===== src/rtl/pwm_regs_pkg.sv =====
// Shared register map for the multi-channel PWM register file: offsets, CTRL/STATUS bit
// positions and the address field split (channel in addr[5:4], offset in addr[3:0]).
package pwm_regs_pkg;

  localparam logic [3:0] OFF_PERIOD_L    = 4'h0;
  localparam logic [3:0] OFF_PERIOD_H    = 4'h1;
  localparam logic [3:0] OFF_CTRL        = 4'h2;
  localparam logic [3:0] OFF_CMP1_L      = 4'h3;
  localparam logic [3:0] OFF_CMP1_H      = 4'h4;
  localparam logic [3:0] OFF_CMP2_L      = 4'h5;
  localparam logic [3:0] OFF_CMP2_H      = 4'h6;
  localparam logic [3:0] OFF_COUNT_RESET = 4'h7;
  localparam logic [3:0] OFF_CNT_L       = 4'h8;
  localparam logic [3:0] OFF_CNT_H       = 4'h9;
  localparam logic [3:0] OFF_PRESCALE    = 4'hA;
  localparam logic [3:0] OFF_STATUS      = 4'hB;

  localparam int CTRL_EN        = 0;
  localparam int CTRL_UPNOTDOWN = 1;
  localparam int CTRL_PWM_EN    = 2;
  localparam int CTRL_FUNC_LSB  = 3;
  localparam int CTRL_W         = 5;

  localparam int STATUS_PENDING = 0;

  function automatic logic [1:0] addr_channel(input logic [5:0] addr);
    return addr[5:4];
  endfunction

  function automatic logic [3:0] addr_offset(input logic [5:0] addr);
    return addr[3:0];
  endfunction

endpackage


===== src/rtl/pwm_regs_channel.sv =====
// One PWM channel's registers: 16-bit staging/shadow, CTRL, prescale, counter snapshot and
// count_reset pulse. Define PWM_REGS_SHADOW_EN to commit period/compares on period_done.
module pwm_regs_channel
  import pwm_regs_pkg::*;
#(
  parameter int RST_PULSE = 2
) (
  input  logic        clk,
  input  logic        rst_n,
  input  logic        wr_en,
  input  logic        rd_en,
  input  logic [3:0]  offset,
  input  logic [7:0]  data_write,
  input  logic [15:0] counter_val,
  input  logic        period_done,
  output logic [7:0]  rd_data,
  output logic [15:0] period,
  output logic [15:0] compare1,
  output logic [15:0] compare2,
  output logic        en,
  output logic        count_reset,
  output logic        upnotdown,
  output logic        pwm_en,
  output logic [1:0]  functions,
  output logic [7:0]  prescale
);

  localparam int CW = $clog2(RST_PULSE + 1);

  logic [7:0]        per_stg_q, per_stg_d, cmp1_stg_q, cmp1_stg_d, cmp2_stg_q, cmp2_stg_d;
  logic [15:0]       period_sh_q, period_sh_d, cmp1_sh_q, cmp1_sh_d, cmp2_sh_q, cmp2_sh_d;
  logic [CTRL_W-1:0] ctrl_q, ctrl_d;
  logic [7:0]        prescale_q, prescale_d, snap_q, snap_d;
  logic [CW-1:0]     pulse_cnt_q, pulse_cnt_d;
  logic              h_write, pending;

  assign h_write = wr_en && (offset == OFF_PERIOD_H || offset == OFF_CMP1_H || offset == OFF_CMP2_H);

  always_comb begin
    per_stg_d   = per_stg_q;
    cmp1_stg_d  = cmp1_stg_q;
    cmp2_stg_d  = cmp2_stg_q;
    period_sh_d = period_sh_q;
    cmp1_sh_d   = cmp1_sh_q;
    cmp2_sh_d   = cmp2_sh_q;
    ctrl_d      = ctrl_q;
    prescale_d  = prescale_q;
    snap_d      = snap_q;
    pulse_cnt_d = (pulse_cnt_q != '0) ? pulse_cnt_q - CW'(1) : pulse_cnt_q;
    if (wr_en) begin
      case (offset)
        OFF_PERIOD_L:    per_stg_d   = data_write;
        OFF_PERIOD_H:    period_sh_d = {data_write, per_stg_q};
        OFF_CTRL:        ctrl_d      = data_write[CTRL_W-1:0];
        OFF_CMP1_L:      cmp1_stg_d  = data_write;
        OFF_CMP1_H:      cmp1_sh_d   = {data_write, cmp1_stg_q};
        OFF_CMP2_L:      cmp2_stg_d  = data_write;
        OFF_CMP2_H:      cmp2_sh_d   = {data_write, cmp2_stg_q};
        OFF_COUNT_RESET: if (data_write[0]) pulse_cnt_d = CW'(RST_PULSE);
        OFF_PRESCALE:    prescale_d  = data_write;
        default:         ;
      endcase
    end
    // Latching the high byte on the low-byte read keeps a 16-bit counter read coherent.
    if (rd_en && offset == OFF_CNT_L) snap_d = counter_val[15:8];
  end

  always_ff @(posedge clk or negedge rst_n) begin
    if (!rst_n) begin
      per_stg_q   <= '0;
      cmp1_stg_q  <= '0;
      cmp2_stg_q  <= '0;
      period_sh_q <= '0;
      cmp1_sh_q   <= '0;
      cmp2_sh_q   <= '0;
      ctrl_q      <= '0;
      prescale_q  <= '0;
      snap_q      <= '0;
      pulse_cnt_q <= '0;
    end else begin
      per_stg_q   <= per_stg_d;
      cmp1_stg_q  <= cmp1_stg_d;
      cmp2_stg_q  <= cmp2_stg_d;
      period_sh_q <= period_sh_d;
      cmp1_sh_q   <= cmp1_sh_d;
      cmp2_sh_q   <= cmp2_sh_d;
      ctrl_q      <= ctrl_d;
      prescale_q  <= prescale_d;
      snap_q      <= snap_d;
      pulse_cnt_q <= pulse_cnt_d;
    end
  end

`ifdef PWM_REGS_SHADOW_EN
  logic [15:0] period_act_q, period_act_d, cmp1_act_q, cmp1_act_d, cmp2_act_q, cmp2_act_d;
  logic        pending_q, pending_d, commit;

  // The commit uses the pre-write shadow, so an H write landing on period_done waits a period.
  always_comb begin
    commit       = period_done || !ctrl_q[CTRL_EN];
    period_act_d = period_act_q;
    cmp1_act_d   = cmp1_act_q;
    cmp2_act_d   = cmp2_act_q;
    pending_d    = pending_q;
    if (commit) begin
      period_act_d = period_sh_q;
      cmp1_act_d   = cmp1_sh_q;
      cmp2_act_d   = cmp2_sh_q;
      pending_d    = 1'b0;
    end
    if (h_write) pending_d = 1'b1;
  end

  always_ff @(posedge clk or negedge rst_n) begin
    if (!rst_n) begin
      period_act_q <= '0;
      cmp1_act_q   <= '0;
      cmp2_act_q   <= '0;
      pending_q    <= 1'b0;
    end else begin
      period_act_q <= period_act_d;
      cmp1_act_q   <= cmp1_act_d;
      cmp2_act_q   <= cmp2_act_d;
      pending_q    <= pending_d;
    end
  end

  assign period   = period_act_q;
  assign compare1 = cmp1_act_q;
  assign compare2 = cmp2_act_q;
  assign pending  = pending_q;
`else
  logic unused_period_done;
  assign unused_period_done = period_done;
  assign period   = period_sh_q;
  assign compare1 = cmp1_sh_q;
  assign compare2 = cmp2_sh_q;
  assign pending  = 1'b0;
`endif

  assign en          = ctrl_q[CTRL_EN];
  assign upnotdown   = ctrl_q[CTRL_UPNOTDOWN];
  assign pwm_en      = ctrl_q[CTRL_PWM_EN];
  assign functions   = ctrl_q[CTRL_FUNC_LSB +: 2];
  assign prescale    = prescale_q;
  assign count_reset = (pulse_cnt_q != '0);

  always_comb begin
    rd_data = '0;
    case (offset)
      OFF_PERIOD_L: rd_data = period_sh_q[7:0];
      OFF_PERIOD_H: rd_data = period_sh_q[15:8];
      OFF_CTRL:     rd_data = {{(8 - CTRL_W){1'b0}}, ctrl_q};
      OFF_CMP1_L:   rd_data = cmp1_sh_q[7:0];
      OFF_CMP1_H:   rd_data = cmp1_sh_q[15:8];
      OFF_CMP2_L:   rd_data = cmp2_sh_q[7:0];
      OFF_CMP2_H:   rd_data = cmp2_sh_q[15:8];
      OFF_CNT_L:    rd_data = counter_val[7:0];
      OFF_CNT_H:    rd_data = snap_q;
      OFF_PRESCALE: rd_data = prescale_q;
      OFF_STATUS:   rd_data[STATUS_PENDING] = pending;
      default:      rd_data = '0;
    endcase
  end

endmodule


===== src/rtl/pwm_regs_multi.sv =====
// Multi-channel PWM register file top: channel decode and registered read mux over
// CH_COUNT pwm_regs_channel instances. Shadowed updates selected by PWM_REGS_SHADOW_EN.
module pwm_regs_multi
  import pwm_regs_pkg::*;
#(
  parameter int CH_COUNT  = 4,
  parameter int RST_PULSE = 2
) (
  input  logic                   clk,
  input  logic                   rst_n,
  input  logic                   read,
  input  logic                   write,
  input  logic [5:0]             addr,
  input  logic [7:0]             data_write,
  output logic [7:0]             data_read,
  input  logic [CH_COUNT*16-1:0] counter_val,
  input  logic [CH_COUNT-1:0]    period_done,
  output logic [CH_COUNT*16-1:0] period,
  output logic [CH_COUNT-1:0]    en,
  output logic [CH_COUNT-1:0]    count_reset,
  output logic [CH_COUNT-1:0]    upnotdown,
  output logic [CH_COUNT*8-1:0]  prescale,
  output logic [CH_COUNT-1:0]    pwm_en,
  output logic [CH_COUNT*2-1:0]  functions,
  output logic [CH_COUNT*16-1:0] compare1,
  output logic [CH_COUNT*16-1:0] compare2
);

  logic [1:0] ch;
  logic [3:0] offset;
  logic [7:0] ch_rd_data [CH_COUNT];
  logic [7:0] data_read_q, data_read_d;

  assign ch     = addr_channel(addr);
  assign offset = addr_offset(addr);

  for (genvar i = 0; i < CH_COUNT; i++) begin : g_ch
    logic sel;
    assign sel = (ch == 2'(i));

    pwm_regs_channel #(
      .RST_PULSE (RST_PULSE)
    ) u_channel (
      .clk         (clk),
      .rst_n       (rst_n),
      .wr_en       (write && sel),
      .rd_en       (read && sel),
      .offset      (offset),
      .data_write  (data_write),
      .counter_val (counter_val[i*16 +: 16]),
      .period_done (period_done[i]),
      .rd_data     (ch_rd_data[i]),
      .period      (period[i*16 +: 16]),
      .compare1    (compare1[i*16 +: 16]),
      .compare2    (compare2[i*16 +: 16]),
      .en          (en[i]),
      .count_reset (count_reset[i]),
      .upnotdown   (upnotdown[i]),
      .pwm_en      (pwm_en[i]),
      .functions   (functions[i*2 +: 2]),
      .prescale    (prescale[i*8 +: 8])
    );
  end

  // Channel indices with no instance never match, so they read back as zero.
  always_comb begin
    data_read_d = data_read_q;
    if (read) begin
      data_read_d = '0;
      for (int i = 0; i < CH_COUNT; i++) begin
        if (ch == 2'(i)) data_read_d = ch_rd_data[i];
      end
    end
  end

  always_ff @(posedge clk or negedge rst_n) begin
    if (!rst_n) data_read_q <= '0;
    else        data_read_q <= data_read_d;
  end

  assign data_read = data_read_q;

endmodule


===== config.mk =====
export PLATFORM = sky130hd
export DESIGN_NAME = pwm_regs_multi
export DESIGN_NICKNAME = d
export VERILOG_FILES = /design/src/rtl/pwm_regs_pkg.sv /design/src/rtl/pwm_regs_channel.sv /design/src/rtl/pwm_regs_multi.sv
export SDC_FILE = /design/constraint.sdc
export NUM_CORES = 1
export LEC_CHECK = 0
export CAP_MARGIN = 20
export CORE_MARGIN = 2
export CORE_UTILIZATION = 38
export CTS_CLUSTER_SIZE = 20
export DETAILED_ROUTE_END_ITERATION = 8
export PLACE_DENSITY = 0.7
export SETUP_SLACK_MARGIN = 0.05
export SLEW_MARGIN = 20
export SYNTH_ARGS = -nofsm -noshare
export SYNTH_HDL_FRONTEND = slang
export SYNTH_SLANG_ARGS = --single-unit

===== constraint.sdc =====
create_clock -name clk -period 1.45 [get_ports clk]
set_input_delay 0.29 -clock clk [delete_from_list [all_inputs] [get_ports clk]]
set_output_delay 0.29 -clock clk [all_outputs]
set_load 0.02 [all_outputs]

# ---- Yosys cells after proc, flatten, opt, wreduce, memory -nomap -nowiden
# Cells that the tools add are included.
dict set report totals {
  register_bits 388
  latch_bits 0
  ramBits 0
  mem_bits_ro 0
  mem_count 0
}
dict set report classes {
  n_addsub 4
  multipliers 0
  n_div 0
  n_lt_le_gt_ge 0
  eq_ne 13
  n_shift 0
  mux 28
  bitwise 0
  n_reduce_logical 50
}
# operator count
set ops {}
lappend ops {{7-bit case mux with 10 select lines} 4}
lappend ops {{2-bit AND reduction} 32}
lappend ops {{1-bit case mux with 10 select lines} 4}
lappend ops {{2-bit 2-to-1 mux} 16}
lappend ops {{8-bit 2-to-1 mux} 4}
lappend ops {{4-bit by 3-bit == test with 1-bit output, second input constant} 4}
lappend ops {{4-bit == test, second input constant} 3}
lappend ops {{1-bit logical AND} 12}
lappend ops {{4-bit by 2-bit == test with 1-bit output, second input constant} 2}
lappend ops {{2-bit nonzero test} 4}
lappend ops {{2-bit by 1-bit subtractor with 2-bit output, second input constant} 4}
lappend ops {{2-bit == test, second input constant} 2}
lappend ops {{4-bit by 1-bit == test with 1-bit output, second input constant} 1}
lappend ops {{4-bit logical NOT} 1}
lappend ops {{2-bit by 1-bit == test with 1-bit output, second input constant} 1}
lappend ops {{2-bit logical NOT} 1}

# ---- Logic depth before layout (Yosys ltp)
# Gate-level depths: netlist of run 1.
dict set report logic_depth {
  word_depth 6
  ltp_mapped 11
  depth_no_buf 7
}

# ---- Hierarchy
# Synthesis of run 1 repeated with hierarchy kept, for this count alone.
dict set report unflattened {
  hier_cells 1321
  hier_area_um2 18079.8
}
# mod n_inst cells_per_inst area_each_um2 seq_area_each_um2
set by_module_without_submodules {}
lappend by_module_without_submodules {pwm_regs_channel 4 316 4371.7 2377.3}
lappend by_module_without_submodules {pwm_regs_multi 1 57 593.1 200.2}

# ---- Worst setup path after synthesis of run 1
# OpenSTA, ideal clock, no wires.
dict set report synth_path {
  kind {input-to-reg}
  from {in addr[0]}
  to {reg g_ch[2].u_channel.cmp1_sh_q[10]}
  setup_time_ps 125
  t_arrival_ps 1787
  setup_slack_ps -462
  path_stages 7
  n_path_buf 3
  cell_sequence {buf_4 > buf_6 > nor2_1 > nand2_1 > nor2_2 > buf_4 > mux2_2}
}
dict set report synth_via {
  elab_chain_cells 2
}
# element line
set synth_lines {}
lappend synth_lines {{start: declaration} pwm_regs_multi.sv:13} ;# input logic [5:0] addr,
lappend synth_lines {{4-bit by 3-bit == test with 1-bit output} n/a}
lappend synth_lines {{2-bit AND reduction (no source line)} n/a}
lappend synth_lines {{end signal: assignment} pwm_regs_channel.sv:85} ;# cmp1_sh_q <= cmp1_sh_d;
lappend synth_lines {{end: declaration} pwm_regs_channel.sv:31} ;# logic [15:0] period_sh_q, period_sh_d, cmp1_sh_q, cmp1_sh_d, cmp2_sh_q, cmp2_sh_d;
# No other way between the ends.
# A chain may end at the register's enable or synchronous reset.

# ---- Worst setup path after layout of run 1
dict set report layout_path {
  from {reg g_ch[2].u_channel.cmp2_sh_q[3]}
  to {reg data_read_q[3] (netlist: data_read[3])}
}
dict set report layout_via {
  elab_chain_cells 3
}
# element line
set layout_lines {}
lappend layout_lines {{start: declaration} pwm_regs_channel.sv:31}
lappend layout_lines {{start signal: assignment} pwm_regs_channel.sv:86} ;# cmp2_sh_q <= cmp2_sh_d;
lappend layout_lines {{7-bit case mux with 10 select lines} pwm_regs_channel.sv:150} ;# case (offset)
lappend layout_lines {{8-bit 2-to-1 mux (2 in a row)} pwm_regs_multi.sv:71} ;# if (ch == 2'(i)) data_read_d = ch_rd_data[i];
lappend layout_lines {{end signal: assignment} pwm_regs_multi.sv:78} ;# else data_read_q <= data_read_d;
lappend layout_lines {{end: declaration} pwm_regs_multi.sv:32} ;# logic [7:0] data_read_q, data_read_d;
# No other way between the ends.

==> impl_results.md, run 1 <==
* Outcome: finished, violations left
* Failing checks: setup timing
* Critical path type: reg -> reg
* Final hold violations at 0
* Ys Warns at 0
* Number of synthesized register bits at 388
* Crit-path cells: mux2i_1, nor2_1, a21oi_2, o22ai_2, a2111oi_4, buf_4, a21oi_2, a32o_1
* CTS buffer count at 42
* Gr ovfl total at 0
* Hold Crit Class: in -> async
* Detailed-route vias per instance at 5.58
* Crit path max-delay cell type: dfrtp_1
* Clk buf depth at 3
* Area Overhead vs Synth at 66.3%
* Vias at 15,300
* Starting density of the core at 0.384
* Post-route DRC at 0
* # diodes at 0
* DRT iter0 DRCs at 1,378
* DR pass1 iterations at 6
* Root buffer cell: clkbuf_16
* CP max FO at 2
* Final WS setup at -0.411 ns
* Startpoint Class: flip-flop
* Bufs and invs on worst path at 1
* Seq/Total Area, Yosys at 0.558
* Worst EP required at 1.91 ns
* Clk slew on worst S/H paths at 0.07 ns
* Reg2Reg Depth at 8
* Final setup violation count at 173
* Core area at 45,300 µm²
* TritonCTS Sinks at 388
* Fmax at 537 MHz
* Number of synthesized flops with an enable pin at 0
* Chip Height at 218 µm
* Crit share post-route at 1.28
* Post-Synthesis Cells at 1,301
* Top FF cell, synth: dfrtp_1
* Final nets at 2,191
* GPL Wtd Cong at 0.958
* Syn Nets at 1,387
* Yosys cell types at 63
* RSZ-0062 raised after global routing: yes
* Clk_lat worst skew at 0.58 ns
* Die Span X at 218 µm
* Critical path's top delay family: compound AO/OA/AOI/OAI gates
* Pins Over Slew Limit at 0
* Reg2Reg Setup Slack at -0.41 ns
* Io pins at 342
* Initial antenna violation count at 1
* Total wire length at 74.5 mm
* Max-cap violation count at 0
* Layout cell share with drive strength beyond 1 at 0.651
* Worst setup EP type: flip-flop
* Pwr per Cell Area at 1120 nW/µm²
* Hpwl dp at 53.2 mm
* Worst clock skew at 0.0150 ns
* Critical path's largest stage delay at 0.40 ns
* Async SR Flop Fraction at 1.00
* WL/cell at 27.2 µm
* Reg2reg end: data_read[3]
* Mean post-synth cell area at 13.4 µm²
* Critical path data arrival time at 2.33 ns
* Row cnt at 78
* Peak supply drop at 0.000712 V
* Worst hold slack at 0.173 ns
* TritonCTS clock tree: done
* Fin util at 0.639
* Post-route ant nets at 0
* Dpl ws at -1.16 ns
* Tightest Pin Transition at 0.564 ns
* Slew headroom at 0.623
* IO Port Bufs at 337
* Wire length of the first global-routing pass at 107 mm
* GRT Util Overall at 0.309
* Die area at 47,500 µm²
* Vias in the first global route at 16,100
* Post-synth design cell area at 17,400 µm²
* Static leakage at 14.1 nW
* Most frequent CP cell: a21oi_2
* R2r startpoint: g_ch[2].u_channel.compare2[3]
* Max H-tree Level at 2
* Largest net degree at the start of global routing at 84
* Crit path time final at 1.86 ns
[how the worst max path moves through the flow]
stage	cells after the start	startpoint	slack, ns	end
3_5_place_dp	9	addr[0]	-1.16	data_read[3]
5_1_grt	8	g_ch[2].u_channel.compare2[3]	-0.43	data_read[3]
2_1_floorplan	9	addr[2]	-0.32	data_read[3]
3_3_place_gp	8	addr[0]	-1.16	data_read[0]
6_report	8	g_ch[2].u_channel.compare2[3]	-0.41	data_read[3]
4_1_cts	5	g_ch[0].u_channel.compare2[11]	-0.32	data_read[3]
[Yosys cell counts, drive strengths merged, types with 7 or more instances]
| cell type | number | area [µm²] |
|---|---|---|
| or2 | 7 | 43.8 |
| a221oi | 14 | 129 |
| and2 | 9 | 56.3 |
| mux2 | 386 | 4350 |
| nand2b | 9 | 56.3 |
| nor2 | 56 | 253 |
| nor2b | 14 | 90.1 |
| a22o | 17 | 149 |
| o221ai | 9 | 78.8 |
| nand2 | 55 | 206 |
| buf | 70 | 423 |
| a31oi | 7 | 43.8 |
| a22oi | 51 | 383 |
| o22ai | 7 | 43.8 |
| a21oi | 21 | 105 |
| dfrtp | 388 | 9710 |
| a211oi | 7 | 52.6 |
| nor3 | 12 | 65.1 |
| o21ai | 18 | 90.1 |
| clkbuf | 34 | 128 |
| a32oi | 11 | 96.3 |
| mux2i | 27 | 270 |
[final cells by class]
| class | instances | area (µm²) |
|---|---|---|
| clock inverters | 9 | 145 |
| clock buffers | 66 | 1340 |
| inverters | 5 | 18.8 |
| flip-flops and latches | 388 | 9740 |
| fillers | 3341 | 16300 |
| multi-input cells | 804 | 7980 |
| repair buffers | 864 | 8970 |
| well taps | 600 | 751 |
[where the power goes]
group / total, mW / switching (mW) / internal, mW / leakage [nW]
sequential: 13.0 / 0.988 / 12.0 / 5.18
combinational: 8.01 / 3.61 / 4.40 / 8.22
clock: 11.5 / 4.49 / 7.01 / 0.734
[cell usage in the layout, fill, tap and decap left out, types with 6 or more instances in the layout]
| master | count |
|---|---|
| a21oi_1 | 15 |
| a21oi_2 | 6 |
| a221oi_1 | 10 |
| a22o_1 | 17 |
| a22oi_1 | 46 |
| a31oi_1 | 7 |
| a32oi_1 | 11 |
| buf_12 | 52 |
| buf_4 | 312 |
| buf_6 | 417 |
| clkbuf_1 | 8 |
| clkbuf_16 | 46 |
| clkbuf_8 | 13 |
| clkdlybuf4s50_1 | 73 |
| dfrtp_1 | 366 |
| dfrtp_2 | 22 |
| mux2_2 | 356 |
| mux2_4 | 30 |
| mux2i_1 | 22 |
| nand2_1 | 23 |
| nand2_4 | 20 |
| nand2_8 | 7 |
| nand2b_1 | 6 |
| nor2_1 | 30 |
| nor2_4 | 22 |
| nor2b_1 | 8 |
| nor3_1 | 10 |
| o21ai_0 | 9 |
| o21ai_1 | 9 |
| or2_4 | 7 |
[cells by family (layout without fill, tap and decap cells)]
| family | after synthesis | count (layout) | share of synthesized area |
|---|---|---|---|
| buffers and inverters | 109 | 944 | 0.0327 |
| DFF | 388 | 388 | 0.558 |
| and+or+nand+nor | 185 | 185 | 0.0536 |
| muxes | 414 | 414 | 0.267 |
| AOI/OAI and AO/OA | 205 | 205 | 0.0891 |
[layer usage]
| metal | vias up | share of wire | track usage |
|---|---|---|---|
| met2 | 813 | 0.47 | 0.489 |
| met4 | 0 | 0.045 | 0.142 |
| met1 | 7852 | 0.41 | 0.412 |
| met3 | 182 | 0.081 | 0.0576 |
| met5 | - | 0 | 0 |
| li1 | 6428 | - | - |
[state kept, by name (all words and copies together), names as in the netlist]
register	flops
g_ch.u_channel.period	64
g_ch.u_channel.snap_q	32
g_ch.u_channel.cmp2_stg_q	32
g_ch.u_channel.prescale	32
g_ch.u_channel.compare1	64
data_read	8
g_ch.u_channel.compare2	64
g_ch.u_channel.ctrl_q	20
g_ch.u_channel.per_stg_q	32
g_ch.u_channel.pulse_cnt_q	8
g_ch.u_channel.cmp1_stg_q	32
[through the flow]
stage | setup TNS, ns | total power, mW | cells | instance area [µm²]
after floorplan | -44.11 | 15.6 | 1301 | 18000
after global placement | -295.53 | 19.5 | 2506 | 24800
after detailed placement | -304.78 | 19.7 | 2506 | 24800
after CTS | -14.28 | 32.3 | 2710 | 28500
after global routing | -15.58 | 33.5 | 2736 | 28900
final | -11.93 | 32.5 | 2736 | 28900
[what timing repair did]
action | CTS | global route
setup endpoints to repair | 644 | 546
resized for setup | 1771 | 94
setup buffers | 129 | 48
endpoints found under the hold margin | 312 | 0
pin swaps | 16 | 24
cloned | 2 | 1
hold buffers | 1 | 0
(Power assumes the default switching activity.)
==> run 2, diff against run 1 <==
--- a/config.mk
+++ b/config.mk
@@ -8,6 +8,7 @@
 export CAP_MARGIN = 20
 export CORE_MARGIN = 2
 export CORE_UTILIZATION = 38
+export CTS_BUF_LIST = sky130_fd_sc_hd__clkbuf_8
 export CTS_CLUSTER_SIZE = 20
 export DETAILED_ROUTE_END_ITERATION = 8
 export PLACE_DENSITY = 0.7
==> impl_results.md, run 2 (same netlist as run 1, synthesis figures left out) <==
* RSZ-0062 raised after global routing: yes
* Layout cell share with drive strength beyond 1 at 0.653 (+0.00155)
* Wire length of the first global-routing pass at 108 mm (+0.37%)
* Failing checks: setup timing
* Fmax at 554 MHz (+3.0%)
* CTS buffer count at 67 (+60%)
* Largest net degree at the start of global routing at 84 (unchanged)
* TritonCTS Sinks at 388 (unchanged)
* Post-route ant nets at 0 (unchanged)
* Initial antenna violation count at 3 (+2)
* IO Port Bufs at 337 (unchanged)
* WL/cell at 26.8 µm (-1.7%)
* Core area at 45,300 µm² (unchanged)
* Reg2Reg Setup Slack at -0.36 ns (+0.05 ns)
* Commonest non-fill, non-tap cells in the layout: buf_6, dfrtp_1, mux2_2
* Root buffer cell: clkbuf_8
* Crit share post-route at 1.25 (-0.0378)
* Final setup violation count at 224 (+29%)
* GPL Wtd Cong at 0.958 (unchanged)
* Final WS setup at -0.357 ns (+0.0549 ns)
* Dpl ws at -1.16 ns (unchanged)
* Die area at 47,500 µm² (unchanged)
* Outcome: finished, violations left
* Tightest Pin Transition at 0.563 ns (-0.00133 ns)
* Vias in the first global route at 16,500 (+2.2%)
* Starting density of the core at 0.384 (unchanged)
* CP max FO at 2 (unchanged)
* Reg2Reg Depth at 7 (-1)
* DRT iter0 DRCs at 1,376 (-0.15%)
* Worst EP required at 1.96 ns (+0.05 ns)
* Fill count at 3,401 (+1.8%)
* Crit path time final at 1.81 ns (-0.0549 ns)
* Gr ovfl total at 0 (unchanged)
* Vias at 15,500 (+1.6%)
* Reg2reg end: data_read[4]
* GRT Util Overall at 0.311 (+0.00207)
* R2r startpoint: g_ch[3].u_channel.ctrl_q[4]
* Critical path data arrival time at 2.31 ns (-0.02 ns)
* TritonCTS clock tree: done
* Detailed-route vias per instance at 5.57 (-0.22%)
* Clk slew on worst S/H paths at 0.07 ns (about the same)
* Io pins at 342 (unchanged)
* Fin util at 0.635 (-0.00367)
* Hpwl dp at 53.2 mm (unchanged)
* Max-cap violation count at 0 (unchanged)
* Clk_lat worst skew at 0.62 ns (+0.04 ns)
* Total wire length at 74.6 mm (+0.11%)
* Row cnt at 78 (unchanged)
* Slew headroom at 0.624 (+0.000886)
* DR pass1 iterations at 5 (-1)
* Peak supply drop at 0.000723 V (+1.5%)
* Hold Crit Class: in -> async
* Final nets at 2,227 (+1.6%)
* Max H-tree Level at 3 (+1)
* Startpoint Class: flip-flop
* Most common cell after layout, fill and taps aside: buf_6
* Chip Height at 218 µm (unchanged)
* Worst setup EP type: flip-flop
* Die Span X at 218 µm (unchanged)
* Static leakage at 14.1 nW (about the same)
* Final hold violations at 0 (unchanged)
* Area Overhead vs Synth at 65.3%
* Pwr per Cell Area at 1080 nW/µm² (-3.6%)
* Pins Over Slew Limit at 0 (unchanged)
* Clk buf depth at 3 (unchanged)
* Worst clock skew at 0.0279 ns (+0.0129 ns)
* Critical path type: reg -> reg
* Post-route DRC at 0 (unchanged)
[run 2: cell types whose count changed in the layout (fill, tap and decap cells not counted), sizes merged]
cell	change
buf	+10
clkdlybuf4s15	+3
diode	+2
clkbuf	+17
bufinv	-2
clkinv	+1
inv	+18
[run 2: area by class of cell]
cell class	instances	area, µm²	share of cell area
Sequential cell	388	9740	0.338
Clock buffer	85	1170	0.0407
Inverter	5	18.8	0.000652
Antenna cell	2	5.00	0.000174
Tap cell	600	751	0.0261
Timing Repair Buffer	875	8950	0.311
Multi-Input combinational cell	804	7980	0.277
Clock inverter	26	158	0.00548
[run 2: timing repair]
item / CTS / global route
pin swaps: 25 / 16
cloned: 2 / 0
gates resized for setup: 1771 / 64
endpoints found under the hold margin: 340 / 0
setup endpoints to repair: 639 / 409
setup buffers: 141 / 48
hold buffers: 1 / 0
[run 2: metrics by stage]
stage	instance area [µm²]	total power, mW	TNS (ns)	hold slack, ns	std cells
after CTS	28400	30.9	-23.25	0.118	2760
after detailed placement	24800	19.7	-304.78	0.172	2506
after floorplan	18000	15.6	-44.11	-0.00559	1301
after global routing	28800	32.2	-25.27	0.146	2784
final	28800	31.1	-18.75	0.126	2785
after global placement	24800	19.5	-295.53	0.166	2506
[run 2: worst max-delay path by stage]
stage          slack [ns]           end                         from
2_1_floorplan       -0.32  data_read[3]                      addr[2]
5_1_grt             -0.35  data_read[4]  g_ch[3].u_channel.ctrl_q[4]
4_1_cts             -0.33  data_read[4]  g_ch[3].u_channel.ctrl_q[4]
3_5_place_dp        -1.16  data_read[3]                      addr[0]
3_3_place_gp        -1.16  data_read[0]                      addr[0]
6_report            -0.36  data_read[4]  g_ch[3].u_channel.ctrl_q[4]
[run 2: metal layers]
layer / GRT usage / vias up / wire (µm)
met3: 0.0693 / 209 / 6490
li1: - / 6496 / -
met1: 0.407 / 7946 / 30100
met4: 0.134 / 0 / 3380
met2: 0.497 / 864 / 34600
met5: 0 / - / 0
[run 2: report_power, final]
| part | leakage [nW] | switching (mW) | internal (mW) |
|---|---|---|---|
| logic | 8.19 | 3.66 | 4.42 |
| clock network | 0.759 | 4.52 | 5.57 |
| registers | 5.18 | 0.957 | 12.0 |
[run 2: worst max-delay path, cell delays in order (launching register included)]
cell	delay [ns]
dfrtp_1	0.39
mux2_4	0.29
a222oi_1	0.37
buf_4	0.19
o211ai_1	0.09
a21oi_2	0.17
or3_1	0.13
o2bb2ai_1	0.05
